===== config.mk =====
export PLATFORM = sky130hd
export DESIGN_NAME = load_store_unit
export DESIGN_NICKNAME = d
export VERILOG_FILES = /design/src/rtl/load_store_unit.sv
export SDC_FILE = /design/constraint.sdc
export NUM_CORES = 1
export LEC_CHECK = 0
export ABC_AREA = 1
export CAP_MARGIN = 0
export CORE_AREA = 2 2 137 139
export CTS_CLUSTER_DIAMETER = 100
export DETAILED_ROUTE_END_ITERATION = 16
export DIE_AREA = 0 0 139 141
export PLACE_DENSITY = 0.86
export SYNTH_ARGS = -nofsm -noshare
export SYNTH_HDL_FRONTEND = slang
export SYNTH_SLANG_ARGS = --single-unit

===== constraint.sdc =====
create_clock -name clk -period 7.7 [get_ports clk]
set_clock_uncertainty 0.2 [all_clocks]
set_input_delay 1.54 -clock clk [delete_from_list [all_inputs] [get_ports clk]]
set_output_delay 1.54 -clock clk [all_outputs]
set_load 0.03 [all_outputs]

===== src/rtl/load_store_unit.sv =====
// rtl/load_store_unit.sv - memory-stage load/store controller with misaligned byte splitting
// Optional feature macro: LSU_MISALIGN_TRAP_EN (trap misaligned accesses instead of splitting them).
module load_store_unit #(
    parameter int         ADDR_BITS = 20,
    parameter logic [1:0] IDLE_SIZE = 2'b11
) (
    input  logic        clk,
    input  logic        rst_n,
    input  logic        req_valid,
    output logic        req_ready,
    input  logic        req_write,
    input  logic [1:0]  req_size,
    input  logic        req_unsigned,
    input  logic [31:0] req_base,
    input  logic [31:0] req_offset,
    input  logic [31:0] req_wdata,
    output logic        resp_valid,
    input  logic        resp_ready,
    output logic [31:0] resp_rdata,
    output logic        resp_misaligned,
    output logic [31:0] mem_address,
    output logic [31:0] mem_write_data,
    output logic [1:0]  mem_data_size,
    output logic        mem_data_unsigned,
    output logic        mem_write_enable,
    input  logic [31:0] mem_read_data
);

    typedef enum logic [1:0] {S_IDLE, S_ACCESS, S_SPLIT, S_RESP} state_t;

    state_t               state_q;
    logic [ADDR_BITS-1:0] ea_q;
    logic [ADDR_BITS-1:0] mem_addr_q;
    logic [1:0]           size_q;
    logic [1:0]           idx_q;
    logic [1:0]           last_idx_q;
    logic [1:0]           mem_size_q;
    logic                 unsigned_q;
    logic                 write_q;
    logic                 req_ready_q;
    logic                 resp_valid_q;
    logic                 misaligned_q;
    logic                 mem_unsigned_q;
    logic                 mem_we_q;
    logic [31:0]          wdata_q;
    logic [31:0]          rdata_q;
    logic [31:0]          mem_wdata_q;

    logic [ADDR_BITS-1:0] ea_d;
    logic [ADDR_BITS-1:0] split_addr_d;
    logic                 aligned_d;
    logic [1:0]           idx_d;
    logic [7:0]           wbyte_d;
    logic [31:0]          assembled_d;
    logic [31:0]          extended_d;

    always_comb begin
        ea_d = ADDR_BITS'(req_base + req_offset);
        case (req_size)
            2'b01:   aligned_d = ~ea_d[0];
            2'b10:   aligned_d = (ea_d[1:0] == 2'b00);
            default: aligned_d = 1'b1;
        endcase
    end

    // Split bookkeeping: the next byte's address/data, and the load word with this cycle's byte merged in.
    always_comb begin
        idx_d        = idx_q + 2'd1;
        split_addr_d = ea_q + ADDR_BITS'(idx_d);
        wbyte_d      = wdata_q[{idx_d, 3'b000} +: 8];
        assembled_d  = rdata_q;
        assembled_d[{idx_q, 3'b000} +: 8] = mem_read_data[7:0];
        if (size_q == 2'b01) begin
            extended_d = unsigned_q ? {16'h0, assembled_d[15:0]}
                                    : {{16{assembled_d[15]}}, assembled_d[15:0]};
        end else begin
            extended_d = assembled_d;
        end
    end

    always_ff @(posedge clk) begin
        if (!rst_n) begin
            state_q        <= S_IDLE;
            ea_q           <= '0;
            mem_addr_q     <= '0;
            size_q         <= 2'b00;
            idx_q          <= 2'b00;
            last_idx_q     <= 2'b00;
            mem_size_q     <= IDLE_SIZE;
            unsigned_q     <= 1'b0;
            write_q        <= 1'b0;
            req_ready_q    <= 1'b1;
            resp_valid_q   <= 1'b0;
            misaligned_q   <= 1'b0;
            mem_unsigned_q <= 1'b1;
            mem_we_q       <= 1'b0;
            wdata_q        <= 32'h0;
            rdata_q        <= 32'h0;
            mem_wdata_q    <= 32'h0;
        end else begin
            case (state_q)
                S_IDLE: begin
                    if (req_valid && req_ready_q) begin
                        ea_q         <= ea_d;
                        size_q       <= req_size;
                        unsigned_q   <= req_unsigned;
                        write_q      <= req_write;
                        wdata_q      <= req_wdata;
                        req_ready_q  <= 1'b0;
                        rdata_q      <= 32'h0;
                        misaligned_q <= 1'b0;
                        if (req_size == 2'b11) begin
                            state_q      <= S_RESP;
                            resp_valid_q <= 1'b1;
                        end else if (aligned_d) begin
                            state_q        <= S_ACCESS;
                            mem_addr_q     <= ea_d;
                            mem_size_q     <= req_size;
                            mem_unsigned_q <= req_unsigned;
                            mem_wdata_q    <= req_wdata;
                            mem_we_q       <= req_write;
                        end else begin
`ifdef LSU_MISALIGN_TRAP_EN
                            state_q      <= S_RESP;
                            resp_valid_q <= 1'b1;
                            misaligned_q <= 1'b1;
`else
                            state_q        <= S_SPLIT;
                            idx_q          <= 2'b00;
                            last_idx_q     <= (req_size == 2'b01) ? 2'd1 : 2'd3;
                            mem_addr_q     <= ea_d;
                            mem_size_q     <= 2'b00;
                            mem_unsigned_q <= 1'b1;
                            mem_wdata_q    <= {24'h0, req_wdata[7:0]};
                            mem_we_q       <= req_write;
`endif
                        end
                    end
                end
                S_ACCESS: begin
                    state_q        <= S_RESP;
                    resp_valid_q   <= 1'b1;
                    rdata_q        <= write_q ? 32'h0 : mem_read_data;
                    mem_we_q       <= 1'b0;
                    mem_size_q     <= IDLE_SIZE;
                    mem_addr_q     <= '0;
                    mem_wdata_q    <= 32'h0;
                    mem_unsigned_q <= 1'b1;
                end
                S_SPLIT: begin
                    if (idx_q == last_idx_q) begin
                        state_q        <= S_RESP;
                        resp_valid_q   <= 1'b1;
                        rdata_q        <= write_q ? 32'h0 : extended_d;
                        mem_we_q       <= 1'b0;
                        mem_size_q     <= IDLE_SIZE;
                        mem_addr_q     <= '0;
                        mem_wdata_q    <= 32'h0;
                        mem_unsigned_q <= 1'b1;
                    end else begin
                        idx_q       <= idx_d;
                        rdata_q     <= assembled_d;
                        mem_addr_q  <= split_addr_d;
                        mem_wdata_q <= {24'h0, wbyte_d};
                    end
                end
                S_RESP: begin
                    if (resp_ready) begin
                        state_q      <= S_IDLE;
                        resp_valid_q <= 1'b0;
                        req_ready_q  <= 1'b1;
                    end
                end
                default: state_q <= S_IDLE;
            endcase
        end
    end

    assign req_ready         = req_ready_q;
    assign resp_valid        = resp_valid_q;
    assign resp_rdata        = rdata_q;
    assign resp_misaligned   = misaligned_q;
    assign mem_address       = {{(32-ADDR_BITS){1'b0}}, mem_addr_q};
    assign mem_write_data    = mem_wdata_q;
    assign mem_data_size     = mem_size_q;
    assign mem_data_unsigned = mem_unsigned_q;
    // A reset arriving mid-split must not let the in-flight byte reach memory at the reset edge.
    assign mem_write_enable  = mem_we_q & rst_n;

endmodule

* Yosys cells after proc, flatten, opt, wreduce, memory -nomap -nowiden
Cells that the tools add are included.
Widths: inputs -> output; s select.
** Cells by class
- Add/sub/neg operators :: 4
- Equal/unequal tests :: 15
- Shift-type cells :: 3
- Multiplexer cells :: 50
- Bitwise gates (word level) :: 4
- Reductions and logical operators :: 15
** Operators with widths (count)
- $mux 32 :: 9
- $pmux 32 s3 :: 2
- $mux 20 :: 3
- $pmux 20 s3 :: 1
- $bwmux 32 :: 1
- $shift 8x7->32 const A :: 1
- $shiftx 32x6->8 :: 1
- $shiftx 8x7->32 :: 1
- $mux 2 :: 13
- $add 20x2->20 :: 1
- $add 20x20->20 :: 1
- $ne 2x2->1 const B :: 7
- $mux 1 :: 12
- $reduce_and 4->1 :: 3
- $reduce_and 3->1 :: 3
- $eq 2x2->1 const B :: 4
- $mux 8 :: 1
- $pmux 2 s4 :: 1
- $neg 5->7 :: 1
- $eq 2x1->1 const B :: 3
- $pmux 1 s3 :: 2
- $pmux 2 s3 :: 1
- $reduce_and 5->1 :: 1
- $logic_not 2->1 :: 2
- other kinds (11) :: 16
** Storage, ports and cells
- Bits in registers :: 152
- Word-level logic and storage cells :: 107

* Depth between registers and ports, before layout
- Depth in word-level cells :: 8
- Depth in mapped cells :: 15
- Gate-level depth less buffers :: 14

* Least setup slack after synthesis
Ideal clock, no wire load.
- Path kind :: input port to output port
- From :: in rst_n
- To :: out mem_write_enable
- Arrival :: 2.322 ns
- Slack :: 3.638 ns
- Stages on the path :: 4
- Cells stage by stage :: clkbuf_1 clkbuf_1 nand2_1 inv_1
** Between the ends
- Longest elaborated chain between the ends :: 1
** Ends and longest elaborated chain
- from (decl) :: line 8 : input logic rst_n,
- $and 1x1->1 :: line 188 : assign mem_write_enable = mem_we_q & rst_n;
- to (decl) :: line 25 : output logic mem_write_enable,
No other way between the ends.

* Worst setup path after layout
- From :: in req_base[0]
- To :: reg idx_q[1]
** Between the ends
- Longest elaborated chain between the ends :: 5
- Elaborated cells between the ends (all ways) :: 6
- Classes of those cells :: add/sub (1); eq/ne (1); mux (1); bitwise (1); reduce/logical (2)
** Ends and longest elaborated chain
- from (decl) :: line 14 : input logic [31:0] req_base,
- $add 20x20->20 :: line 58 : ea_d = ADDR_BITS'(req_base + req_offset);
- net ea_d[1] :: line 49 : logic [ADDR_BITS-1:0] ea_d;
- $logic_not 2->1 :: line 61 : 2'b10: aligned_d = (ea_d[1:0] == 2'b00);
- $pmux 1 s2 :: line 59 : case (req_size)
- $ne 2x2->1 (no line)
- $reduce_and 5->1 (no line)
- to (signal assigned) :: line 161 : idx_q <= idx_d;
- to (decl) :: line 35 : logic [1:0] idx_q;
The timed path passes the listed nets, and every way through them passes these cells.
A chain may end at the register's enable or synchronous reset.

==> flow_summary.toml <==
[setup_path]
crit_path_cell_trace = "clkdlybuf4s50_1, ha_1, fa_1, o21ai_0, nand2_1, nand2_1, o21ai_0, nand3_1, o21ai_0, a21oi_1"
path_buf_inv = 1
path_max_fanout = 29
crit_required_ns = 7.82
critical-path-top-delay-family = "compound AO/OA/AOI/OAI gates"
worst-endpoint-arrival_ns = 4.57
path_class = "input pin to register"
cpMostUsedCell = "sky130_fd_sc_hd__o21ai_0"
cp-start-kind = "input pin"
critPathCaptureType = "register"
critical_path.max_stage_delay_ns = 0.61
critical-path-slowest-cell = "sky130_fd_sc_hd__fa_1"

[cts]
cts.repair_timing.setup_buffer_count = 0
clkTransAtPathRegs_ns = 0.07
cts_htree_levels = 4
holdBufCountCts = 0
clock_buffers_created_by_tritoncts = 17
clock_insertion_delay_worst_skew_ns = 0.43
post_cts.resized_instances = 0
clock_path_buffers = 2
tritoncts = "yes"
clock-root-buffer = "sky130_fd_sc_hd__clkbuf_16"
clock_sinks = 152

[logic_synthesis]
synth.top_cells.by_area = "sky130_fd_sc_hd__dfxtp_1 (34%), sky130_fd_sc_hd__nand2_1 (17%), sky130_fd_sc_hd__a21oi_1 (11%)"
asyncSetResetFlopFracSynth_pct = 0
dominant_cell_by_count_in_the_synthesized_netlist = "sky130_fd_sc_hd__nand2_1"
syn_area_per_cell_um2 = 6.43
area_of_the_mapped_netlist_um2 = 8930
synth.top_cell.area_share_pct = 34.1
post_synth_top_flop = "sky130_fd_sc_hd__dfxtp_1"
yosysUniqueCellTypes = 40
flip_flop_and_latch_count_after_synthesis = 152
postSynthCellCount = 1390
yosysTopAreaCell = "sky130_fd_sc_hd__dfxtp_1"
synthesis.yosys.warnings = 0
ys_top_cells_by_count = "sky130_fd_sc_hd__nand2_1 (399), sky130_fd_sc_hd__a21oi_1 (194), sky130_fd_sc_hd__dfxtp_1 (152), sky130_fd_sc_hd__inv_1 (121), sky130_fd_sc_hd__o21ai_0 (110)"
ys_seq_area_share_pct = 34.1
synth-edff-count = 0

[drt]
dr.first_iter.drc_count = 772
detail_route.drc_violations = 0
drt_first_pass_iters = 6
drt-vias-per-instance = 5.49
avgRoutedWirePerCell_um = 15.1
routed_wirelength_um = 27000
vias = 9841
final_antenna_net_count = 0

[floorplan]
die_h_um = 141
core-area_um2 = 18300
num_rows = 50
start_util_pct = 48.9
chipWidth_um = 139
io-pin-count = 239
die-area_um2 = 19600

[placement]
dpl-instance-area_um2 = 10900
port_buffers = 201
placement.setup.worst_slack_ns = 2.88
gpl.final_weighted_congestion = 0.911
post-dp-hpwl_um = 19000
placed_cells = 1759

[layout]
nFillCells = 1655
fin_cells = 1791
finalInstanceArea_um2 = 11500
synthToLayoutAreaGrowth_pct = 28.7
final_core_util_pct = 62.9
drive_gt1_share_pct = 3.73
antenna_cells = 0
nNetsFinal = 1715

[global_route]
initial_antenna_violation_count = 0
grt_util_all_layers_pct = 27.0
grt_start_max_net_pins = 82
number_of_global_route_vias_before_repair = 9098
grt_first_pass_wirelength_um = 43700
overflow = 0

[timing]
finalMaxSlewViolations = 0
rsz_0062_raised_after_global_routing = "no"
postLayoutSetupSlackWorst_ns = 3.25
hold_ws_ns = 0.254
setup_violations = 0
setup_total_negative_slack_ns = 0
timing.final.crit_period_ns = 4.45
relSlewSlack_pct = 26.9
finalCritPeriodShare_pct = 57.8
max_freq_ghz = 0.225
tightest_slew_ns = 1.09
final_hold_viol_count = 0

[power]
power.density_nw_per_um2 = 379
worst_ir_drop_vdd_mv = 0.241
static-leakage-power_nw = 4.92
p_total_mw = 4.36

[job]
max_cap_violations = 0

[worst_hold_path]
hold_path.class = "register to register"

[run_status]
status = "finished, final reports clean"
## tightest hold or removal path, delay by kind of cell, from the launching register on
kind	cells	cell delay [ns]
AOI/OAI and AO/OA	1	0.05
buffers and inverters	1	0.06
DFF	1	0.30
## metal layers
layer,share of wire (%),GRT usage (%)
met1,43,34.9
met2,46,44.3
met3,8.4,5.98
met4,2.6,10.1
met5,0,0
## path summary, 6_finish.rpt
check / depth (start not counted) / from / slack [ns] / endpoint
max: 10 / req_base[0] / 3.25 / idx_q[1]
min: 2 / wdata_q[3] / 0.25 / wdata_q[3]
max reg2reg: 10 / idx_q[0] / 3.33 / mem_addr_q[14]
min reg2reg: 2 / wdata_q[3] / 0.25 / wdata_q[3]
## layout make-up
| cell class | count | area, um2 | area share [%] |
|---|---|---|---|
| clock buffer | 17 | 425 | 3.70 |
| sequential | 152 | 3040 | 26.5 |
| clock inverter | 15 | 175 | 1.52 |
| tap | 234 | 293 | 2.55 |
| multi-input combinational | 1035 | 5020 | 43.6 |
| timing repair buffer | 207 | 2050 | 17.8 |
| inverter | 131 | 492 | 4.28 |
## sequential cells by signal (all words and copies together) (netlist names)
name / cells
mem_write_data: 32
resp_rdata: 32
wdata_q: 32
ea_q: 20
mem_addr_q: 20
idx_q: 2
last_idx_q: 2
mem_data_size: 2
size_q: 2
state_q: 2
mem_data_unsigned: 1
mem_we_q: 1
req_ready: 1
resp_valid: 1
unsigned_q: 1
write_q: 1
## where the power goes
part / switching, mW / internal (mW) / leakage, nW
combinational: 1.52 / 0.763 / 3.38
sequential: 0.193 / 1.04 / 1.25
clock: 0.403 / 0.439 / 0.294
## layout by cell type (no fill, tap or decap), types with 5 or more instances in the layout
master	n
sky130_fd_sc_hd__buf_4	6
sky130_fd_sc_hd__o21ai_1	46
sky130_fd_sc_hd__ha_1	33
sky130_fd_sc_hd__nand4_1	7
sky130_fd_sc_hd__o21ai_0	110
sky130_fd_sc_hd__nand2_1	399
sky130_fd_sc_hd__a21oi_1	193
sky130_fd_sc_hd__a22oi_1	9
sky130_fd_sc_hd__clkdlybuf4s50_1	200
sky130_fd_sc_hd__nor2_1	73
sky130_fd_sc_hd__xnor2_1	6
sky130_fd_sc_hd__inv_2	7
sky130_fd_sc_hd__nand3_1	97
sky130_fd_sc_hd__clkbuf_16	17
sky130_fd_sc_hd__nor3_1	9
sky130_fd_sc_hd__inv_1	121
sky130_fd_sc_hd__xor2_1	8
sky130_fd_sc_hd__clkinv_8	5
sky130_fd_sc_hd__dfxtp_1	152
sky130_fd_sc_hd__conb_1	13
## cells by family (layout without fill, tap and decap cells)
logic type | Yosys count | after routing | share of synthesized area (%)
flops | 152 | 152 | 34.1
buf+inv | 215 | 370 | 10.4
xor+xnor | 14 | 14 | 1.37
simple gates | 600 | 600 | 27.6
compound gates | 373 | 373 | 21.5
other cells | 1 | 13 | 0.0420
fa+ha+maj | 35 | 35 | 5.07
Power figures use the tool's default switching activity.
